`config.mk`:
```
export PLATFORM = sky130hd
export DESIGN_NAME = display_scanner
export DESIGN_NICKNAME = d
export VERILOG_FILES = /design/src/rtl/display_pkg.sv /design/src/rtl/display_scanner_bin2bcd.sv /design/src/rtl/display_scanner.sv
export SDC_FILE = /design/constraint.sdc
export NUM_CORES = 1
export LEC_CHECK = 0
export ABC_AREA = 1
export BUFFER_PORTS_ARGS = -buffer_cell sky130_fd_sc_hd__buf_2
export CAP_MARGIN = 0
export CORE_MARGIN = 2
export CORE_UTILIZATION = 54
export DETAILED_ROUTE_END_ITERATION = 12
export PLACE_DENSITY = 0.76
export REMOVE_ABC_BUFFERS = 1
export SETUP_SLACK_MARGIN = 0.15
export SYNTH_ARGS = -nofsm -noshare
export SYNTH_HDL_FRONTEND = slang
export SYNTH_SLANG_ARGS = --single-unit
```
`constraint.sdc`:
```
create_clock -name clk -period 1.57 [get_ports clk]
set_clock_uncertainty 0.15 [all_clocks]
set_input_delay 0.3925 -clock clk [delete_from_list [all_inputs] [get_ports clk]]
set_output_delay 0.3925 -clock clk [all_outputs]
set_load 0.03 [all_outputs]
```
`src/rtl/display_pkg.sv`:
```
// display_pkg: shared types, widths and range helper for the multiplexed BCD display scanner
package display_pkg;
  typedef enum logic {IDLE, SHIFT} state_t;
  localparam int DEF_DIGITS = 4;
  function automatic int bcd_w(input int digits);
    return 4 * (digits + 1);
  endfunction
  localparam int BCD_W = bcd_w(DEF_DIGITS);
  function automatic int max_display(input int digits);
    return 10 ** digits - 1;
  endfunction
endpackage

```
`src/rtl/display_scanner_bin2bcd.sv`:
```
// bin2bcd_seq: iterative double-dabble converter; ports clk, reset, start, bin in, busy, done (final-shift cycle), bcd (result valid with done)
module bin2bcd_seq import display_pkg::*; #(
  parameter int WIDTH  = 14,
  parameter int DIGITS = 4
) (
  input  logic                  clk,
  input  logic                  reset,
  input  logic                  start,
  input  logic [WIDTH-1:0]      bin,
  output logic                  busy,
  output logic                  done,
  output logic [4*DIGITS-1:0]   bcd
);
  localparam int BW = bcd_w(DIGITS);
  localparam int CW = $clog2(WIDTH + 1);
  state_t              state;
  logic [BW-1:0]       acc;
  logic [BW-1:0]       adj;
  logic [WIDTH-1:0]    sr;
  logic [CW-1:0]       cnt;
  logic [BW+WIDTH-1:0] sh;
  always_comb begin
    adj = acc;
    for (int i = 0; i < DIGITS + 1; i++)
      adj[4*i +: 4] = acc[4*i +: 4] >= 4'd5 ? acc[4*i +: 4] + 4'd3 : acc[4*i +: 4];
    sh = {adj, sr} << 1;
  end
  // done and bcd reflect the shift being applied at this edge, so the parent can
  // commit the finished result on the same edge the last shift happens
  assign done = state == SHIFT && cnt == CW'(1);
  assign bcd  = sh[WIDTH +: 4*DIGITS];
  always_ff @(posedge clk) begin
    if (reset) begin
      state <= IDLE;
      busy  <= 1'b0;
      acc   <= '0;
      sr    <= '0;
      cnt   <= '0;
    end else if (state == IDLE) begin
      if (start) begin
        sr    <= bin;
        acc   <= '0;
        cnt   <= CW'(WIDTH);
        state <= SHIFT;
        busy  <= 1'b1;
      end
    end else begin
      acc <= sh[BW+WIDTH-1:WIDTH];
      sr  <= sh[WIDTH-1:0];
      cnt <= cnt - CW'(1);
      if (cnt == CW'(1)) begin
        state <= IDLE;
        busy  <= 1'b0;
      end
    end
  end
endmodule

```
`src/rtl/display_scanner.sv`:
```
// display_scanner: converts value to BCD on load and time-multiplexes digits onto one decoder; ports clk, reset, value, load in; busy, overflow, data, out (digit enable), anodes (active-low) out
module display_scanner import display_pkg::*; #(
  parameter int WIDTH       = 14,
  parameter int DIGITS      = 4,
  parameter int REFRESH_DIV = 50000
) (
  input  logic              clk,
  input  logic              reset,
  input  logic [WIDTH-1:0]  value,
  input  logic              load,
  output logic              busy,
  output logic              overflow,
  output logic [3:0]        data,
  output logic              out,
  output logic [DIGITS-1:0] anodes
);
  localparam int RW = $clog2(REFRESH_DIV);
  localparam int IW = DIGITS > 1 ? $clog2(DIGITS) : 1;
  logic [RW-1:0]       rcnt;
  logic [IW-1:0]       idx;
  logic [4*DIGITS-1:0] disp;
  logic [4*DIGITS-1:0] bcd;
  logic                done;
  logic                ovf_pend;
  bin2bcd_seq #(.WIDTH(WIDTH), .DIGITS(DIGITS)) u_conv (
    .clk   (clk),
    .reset (reset),
    .start (load),
    .bin   (value),
    .busy  (busy),
    .done  (done),
    .bcd   (bcd)
  );
  always_ff @(posedge clk) begin
    if (reset) begin
      rcnt     <= '0;
      idx      <= '0;
      disp     <= '0;
      overflow <= 1'b0;
      ovf_pend <= 1'b0;
    end else begin
      rcnt <= rcnt == RW'(REFRESH_DIV - 1) ? '0 : rcnt + RW'(1);
      if (rcnt == RW'(REFRESH_DIV - 1))
        idx <= idx == IW'(DIGITS - 1) ? '0 : idx + IW'(1);
      // the range flag is latched at accept and only becomes visible with its result
      if (load && !busy)
        ovf_pend <= 32'(value) > 32'(max_display(DIGITS));
      if (done) begin
        disp     <= bcd;
        overflow <= ovf_pend;
      end
    end
  end
  // shifting by idx nibbles leaves only this digit and the more significant ones
  assign anodes = ~(DIGITS'(1) << idx);
  assign data   = disp[4*idx +: 4];
  assign out    = !overflow && (idx == '0 || (disp >> (4*idx)) != '0);
endmodule

```
==> results of run 1 <==
through the flow:
step | hold slack, ps | TNS, ps | instances | cell area (µm²) | util
detailed placement | 304 | -747 | 652 | 4040 | 0.629
global placement | 304 | -422 | 652 | 4040 | 0.629
floorplan | 268 | -21410 | 515 | 3550 | -
finish | 172 | -3470 | 700 | 5350 | 0.833
CTS | 182 | -3270 | 687 | 4740 | 0.739
global route | 211 | -4060 | 700 | 5350 | 0.833
power groups by stage:
stage,Sequential (mW),Clock (mW),Combinational [mW]
3_3_place_gp,1.94,0,0.255
3_5_place_dp,1.94,0,0.264
4_1_cts,1.91,1.70,0.297
6_report,1.91,1.72,0.380
2_1_floorplan,1.95,0,0.136
5_1_grt,1.91,1.80,0.408
final cells by class:
cell class	count	area, µm²	area share
well taps	77	96.3	0.0180
inverters	77	319	0.0596
repair buffers	90	759	0.142
clock buffers	14	173	0.0323
repair inverters	1	7.51	0.00140
clock inverters	2	60.1	0.0112
multi-input cells	367	2450	0.458
flip-flops and latches	72	1480	0.277
what timing repair did:
item                                    4_1_cts  5_1_grt
endpoints found under the setup margin       61       70
pin swaps                                    26       56
hold endpoints to repair                      0        0
setup buffers                                16       12
gates cloned                                  3        1
gates resized for setup                     103      151
worst max-delay path by stage:
stage / from / end / slack, ps / depth (start not counted)
detailed placement: idx[0]$_SDFFE_PP0N_ / out / -240 / 9
global route: idx[0]$_SDFFE_PP0N_ / out / -590 / 8
floorplan: u_conv.state$_SDFF_PP0_ / u_conv.sr[12]$_SDFFE_PP0P_ / -640 / 5
finish: idx[0]$_SDFFE_PP0N_ / out / -530 / 9
global placement: idx[0]$_SDFFE_PP0N_ / out / -210 / 9
CTS: idx[0]$_SDFFE_PP0N_ / out / -510 / 9
per-layer routing:
| metal | share of wire | GRT usage | wire, µm | vias up |
|---|---|---|---|---|
| li1 | - | - | - | 1857 |
| met1 | 0.38 | 0.326 | 4430 | 1849 |
| met2 | 0.52 | 0.477 | 6070 | 196 |
| met3 | 0.064 | 0.0414 | 745 | 46 |
| met4 | 0.036 | 0.108 | 420 | 0 |
| met5 | 0 | 0 | 0 | - |
worst max-delay path, stage by stage, from the launching register on:
cell and delay, ps:
dfxtp_4 360, inv_4 70, buf_6 120, nand2_1 50, nand3_1 90, nand2_2 70, nand2_1 90, nor2_2 40
a21oi_2 160, buf_6 150
flip-flops by register name, summed over array words and instances (netlist names):
signal / count
ovf_pend: 1
u_conv.acc: 16
u_conv.cnt: 4
u_conv.busy: 1
rcnt: 16
u_conv.state: 1
overflow: 1
disp: 16
idx: 2
u_conv.sr: 14
cells by family after synthesis:
kind of cell	Yosys count	synth area share
AOI/OAI and AO/OA	72	0.117
xor gates and xnor gates	6	0.0145
adders and majority gates	15	0.0517
buffers and inverters	93	0.103
DFF	72	0.397
muxes	1	0.00275
and+or+nand+nor	272	0.314
placed cells by master, fill, tap and decap left out, drive strengths merged:
cell type  instances
nand2            170
buf               89
a21oi             37
mux2i              1
bufinv             2
a22oi              6
a22o               3
o221ai             1
xor2               6
nand3             45
o21a               3
dfxtp             72
nand4              5
o21ai             16
nor2              42
inv               75
o211ai             5
or2                2
clkinvlp           3
a221oi             1
ha                15
nand3b             1
nor3               7
nor4               1
clkbuf            15
==> impl_results.md, run 1 <==
- Die area: approximately 7400 µm²
- Crit Path Class: reg -> out
- Synth Instances: 531
- Power Total: between 4 and 5 mW
- Clock network fraction of design power: 0.429
- Critical Path RT: roughly 1000 ps
- Most numerous cell in the Yosys netlist: nand2_1
- First-pass GRT wire length: ~16 mm
- Core ar.: 6420 µm²
- Largest net degree at the start of global routing: 23
- Setup ws final: -534 ps
- Syn Std Cell Area: between 3000 and 4000 µm²
- Overall routed net length: 11.7 mm
- Synth area leaders: dfxtp_1 (40%), nand2_1 (17%), inv_1 (7.5%), nand3_1 (6.2%), ha_1 (5.2%)
- Port Buffer Count: 27
- H-tree depth: 3
- Status: finished, violations left
- Switching power: a little under 1 mW
- FP Rows: 29
- RSZ-0062 raised after global routing: yes
- Max Slew Vio Count: 0
- Reg power frac: 0.476
- Floorplan die height: 86.0 µm
- Max-cap check violation count: 0
- Worst-path fanout max: 5
- Layout area overhead: 47.3%
- CTS tree: yes
- GRT overflow: 0
- Yosys cell types: 33
- Hold-fix buffers, CTS: 0
- Post-synth EDFFs: 0
- R2R cell count: 8
- Ys Warns: 0
- First-pass detailed-route iteration total: 5
- Min-Delay Path Class: in -> reg
- Clock Pin Slew Worst Setup and Hold Paths: ~80 ps
- Setup WS pre-CTS: -244 ps
- Syn_area_per_cell: 6.84 µm²
- Pleak: about 2.3 nW
- Vias in the first global route: approximately 3500
- Yosys top cell area share: 0.397
- Tmin final: around 2100 ps
- Highest Clock Rate: 475 MHz
- Int Pwr: between 3 and 4 mW
- Vias: between 3000 and 4000
- Max-slew headroom: 0.728
- Clock Sinks: approximately 70
- Sequential-to-total area share from yosys stat: 0.397
- Drt via density: about 5.6
- Endpoint class of the critical path: primary output
- Critical Path AT: roughly 1600 ps
- Root buf cell: clkbuf_8
- Failing checks: setup timing
- Hold Startpoint: value[1]
- Crit start category: flip-flop
- Register-to-register setup slack: 0 ps
- Bufs on Longest Clock Path: 2
- Worst Max-Slew Pin Slew: roughly 400 ps
- Num CTS Buffers: 9
- Main synth FF type: dfxtp_1
- Yosys reg bits: 72
- Routability cong.: 0.854
- Gr usage total: 0.270
- PwrDens: 749 nW/µm²
- Hold depth: 5
- Max VDD drop: ~0.6 mV
- Worst hold endpoint: u_conv.sr[1]$_SDFFE_PP0P_
- Share of flip-flops with an asynchronous set or reset: 0
- Fill cells: between 300 and 400
- Starting density of the core: 0.566
- Combinational share of power: 0.095
- Worst skew pair latency: roughly 350 ps
- DRC errors left: 0
- Die width: 86.0 µm
- Fin nets: 650
- Routed Antenna Nets: 0
- Reg2reg start: u_conv.cnt[1]$_SDFFE_PP0P_
- Inserted Diodes: 0
- Starting DRT DRC Count: 320
- Dpl hpwl: between 5 and 6 mm
- Num ports: 28
- Cell taking the most area after synthesis: dfxtp_1
- Final worst-path cycle share: 1.34
- Sw Ratio: 0.241
- Wire length per cell: 16.7 µm
- Initial antenna violation count: 0
- Commonest cells in the netlist: nand2_1 (164), inv_1 (73), dfxtp_1 (72)
- Final Hold Viols: 0
- Reg2Reg Capture Point: disp[10]$_SDFFE_PP0P_
- Share of cells above drive strength 1: 0.449
- Finish-stage setup viols: 9
No activity file was read; power rests on OpenSTA's default activity.
==> inputs of run 2 (changes only) <==
--- a/config.mk
+++ b/config.mk
@@ -14,6 +14,7 @@
 export PLACE_DENSITY = 0.76
 export REMOVE_ABC_BUFFERS = 1
 export SETUP_SLACK_MARGIN = 0.15
+export SLEW_MARGIN = 20
 export SYNTH_ARGS = -nofsm -noshare
 export SYNTH_HDL_FRONTEND = slang
 export SYNTH_SLANG_ARGS = --single-unit
==> constraint.sdc (replaced) <==
create_clock -name clk -period 1.57 [get_ports clk]
set_clock_uncertainty 0.15 [all_clocks]
set_input_delay 0 -clock clk [delete_from_list [all_inputs] [get_ports clk]]
set_output_delay 0 -clock clk [all_outputs]
set_load 0.03 [all_outputs]
==> run 2 against run 1 <==
  * The flow still finishes with violations (setup timing)
  * Fmax grew 9.1%
  * Core utilization grew 1.4 points
  * First-iteration DRC count grew 53%
  * Combinational power grew 20%
  * Total power grew 5.6%
  * Largest power group unchanged
==> impl_results.md, run 2 (synthesis results as in run 1) <==
- Commonest non-fill, non-tap cell in the layout: nand2_1
- Routability cong.: 0.828 (-3.1%)
- Reg2reg start: u_conv.cnt[1]$_SDFFE_PP0P_
- First-pass detailed-route iteration total: 7 (+2)
- Register-to-register setup slack: -20 ps (-20 ps)
- RSZ-0062 raised after global routing: yes
- Routed Antenna Nets: 0 (unchanged)
- Initial antenna violation count: 0 (unchanged)
- Num ports: 28 (unchanged)
- Critical Path Max Stage Delay: 390 ps (+30 ps)
- Overall routed net length: 13.7 mm (+17%)
- Core ar.: 6420 µm² (unchanged)
- Floorplan die height: 86.0 µm (unchanged)
- Layout area overhead: 49.7%
- First-pass GRT wire length: 16.2 mm (+0.77%)
- Drt via density: 6.12 (+8.5%)
- Root buf cell: clkbuf_8
- Wire length per cell: 19.4 µm (+16%)
- Fin nets: 656 (+0.92%)
- Vias in the first global route: 3714 (+4.7%)
- Multi-input gate area: 2450 µm² (unchanged)
- Share of cells above drive strength 1: 0.417 (-0.0329)
- Dpl hpwl: 5.76 mm (-2.7%)
- DRC errors left: 0 (unchanged)
- Metal2 WL: 6.64 mm (+9.4%)
- Slowest stage cell, crit path: dfxtp_4
- Max Slew Vio Count: 0 (unchanged)
- Gr usage total: 0.272 (+0.00201)
- Pleak: 2.29 nW (+0.80%)
- Worst-path fanout max: 6 (+1)
- Status: finished, violations left
- Vias: 4326 (+9.6%)
- Num CTS Buffers: 9 (unchanged)
- Crit start category: flip-flop
- Critical Path RT: 1420 ps (+390 ps)
- PwrDens: 778 nW/µm² (+3.9%)
- Power Total: 4.23 mW (+5.6%)
- Highest Clock Rate: 518 MHz (+9.1%)
- Clock Sinks: 72 (unchanged)
- Top sig layer: met4
- CP delay by family, top: simple AND/OR/NAND/NOR gates
- Max VDD drop: 0.846 mV (+41%)
- FF/Latch Area: 1480 µm² (-0.51%)
- Met1 Wirelength: 4.92 mm (+11%)
- Endpoint class of the critical path: primary output
- Most frequent CP cell: nand2_1
- Top Registers: disp: 16 flops, rcnt: 16 flops, u_conv.acc: 16 flops
- Critical Path AT: 1780 ps (+220 ps)
- Fill cells: 314 (-9.0%)
- Finish-stage setup viols: 8 (-1)
- Max-slew headroom: 0.576 (-0.152)
- R2R cell count: 6 (-2)
- CP endpoint: out
- Max-cap check violation count: 0 (unchanged)
- Stages on worst setup path: 9 (unchanged)
- Worst Max-Slew Pin Slew: 631 ps (+227 ps)
- Port Buffer Count: 27 (unchanged)
- Detail Route met3 WL: 1.29 mm (+73%)
- Failing checks: setup timing
- Clock Pin Slew Worst Setup and Hold Paths: 80 ps (about the same)
- Worst skew pair latency: 360 ps (about the same)
- FP Rows: 29 (unchanged)
- Die area: 7400 µm² (unchanged)
- Die width: 86.0 µm (unchanged)
- Crit Path Class: reg -> out
- CTS tree: yes
- Starting density of the core: 0.566 (unchanged)
- Min-Delay Path Class: in -> reg
- Bufs on Longest Clock Path: 2 (unchanged)
- Tmin final: 1930 ps (-175 ps)
- Final Hold Viols: 0 (unchanged)
- Largest net degree at the start of global routing: 23 (unchanged)
- GRT overflow: 0 (unchanged)
- Starting DRT DRC Count: 491 (+53%)
- Worst Path Buf+Inv: 3 (unchanged)
- Critical-path cell list: inv_6 -> buf_12 -> nand2_1 -> nand3_1 -> nand2_1 -> nand3_2 -> nor2_2 -> a21oi_2 -> buf_6
- Final worst-path cycle share: 1.23 (-0.112)
- H-tree depth: 3 (unchanged)
- Final Core Density: 0.847 (+0.0136)
- Setup ws final: -359 ps (+175 ps)
- Most frequent cells in the layout: nand2_1 (136), dfxtp_1 (56), inv_1 (47), buf_4 (35), nor2_1 (24)
- Crit path from: idx[0]$_SDFFE_PP0N_
- Reg2Reg Capture Point: disp[0]$_SDFFE_PP0P_
==> run 2: changes by cell type in the layout (fill, tap and decap cells not counted), sizes merged <==
| cell | before | now |
|---|---|---|
| inv | 75 | 73 |
| dlygate4sd3 | 0 | 16 |
| clkinvlp | 3 | 5 |
| diode | 0 | 1 |
| clkbuf | 15 | 13 |
| bufinv | 2 | 3 |
| buf | 89 | 77 |
| clkinv | 0 | 3 |
==> run 2: per-layer routing <==
metal / up-vias / track usage
li1: 1872 / -
met1: 2020 / 0.328
met2: 336 / 0.469
met3: 98 / 0.0510
met4: 0 / 0.120
met5: - / 0
==> run 2: how the worst min path moves through the flow <==
stage / from / to / slack [ps] / cells past startpoint
6_report: value[1] / u_conv.sr[1]$_SDFFE_PP0P_ / 320 / 6
5_1_grt: value[3] / u_conv.sr[3]$_SDFFE_PP0P_ / 350 / 6
4_1_cts: u_conv.acc[15]$_SDFFE_PP0P_ / u_conv.acc[15]$_SDFFE_PP0P_ / 320 / 2
3_5_place_dp: value[1] / u_conv.sr[1]$_SDFFE_PP0P_ / 150 / 5
3_3_place_gp: value[2] / u_conv.sr[2]$_SDFFE_PP0P_ / 130 / 5
2_1_floorplan: reset / idx[0]$_SDFFE_PP0N_ / -80 / 1
==> run 2: repair_timing <==
action / CTS / global route
pin swaps: 24 / 58
resized for setup: 90 / 153
setup endpoints to repair: 66 / 72
cloned: 3 / 3
hold endpoints to repair: 43 / 0
hold buffers: 17 / 0
setup buffers: 16 / 16
==> run 2: where the power goes <==
group          total, mW  internal, mW  switching [mW]  leakage [nW]
combinational      0.455         0.186           0.268          1.57
sequential          1.91          1.87          0.0468         0.593
clock               1.86          1.10           0.763         0.124
total               4.23          3.15            1.08          2.29
==> run 2: cell type report <==
| class | count | area share |
|---|---|---|
| Antenna cell | 1 | 0.000460 |
| Clock buffer | 11 | 0.0260 |
| Clock inverter | 5 | 0.0191 |
| Inverter | 77 | 0.0593 |
| Multi-Input combinational cell | 367 | 0.451 |
| Sequential cell | 72 | 0.271 |
| Tap cell | 77 | 0.0177 |
| Timing Repair Buffer | 95 | 0.152 |
| Timing Repair inverter | 2 | 0.00276 |
==> run 2: stage by stage <==
step                setup TNS, ps  setup slack, ps  cells  instance area [µm²]  hold slack (ps)
floorplan                  -20260             -638    515                 3550            -80.9
global placement                0             43.3    636                 3920              132
detailed placement          -1.42            -1.42    636                 3920              150
CTS                          -135             -135    688                 4760              319
global route                 -902             -378    706                 5440              352
finish                       -537             -359    707                 5440              316
==> run 2: worst reg2reg max path: stages, from the launching register on <==
cell and delay [ps]:
dfxtp_2 360, inv_2 60, ha_4 160, nand4_1 180, clkinvlp_4 200, buf_6 170, a22o_1 200
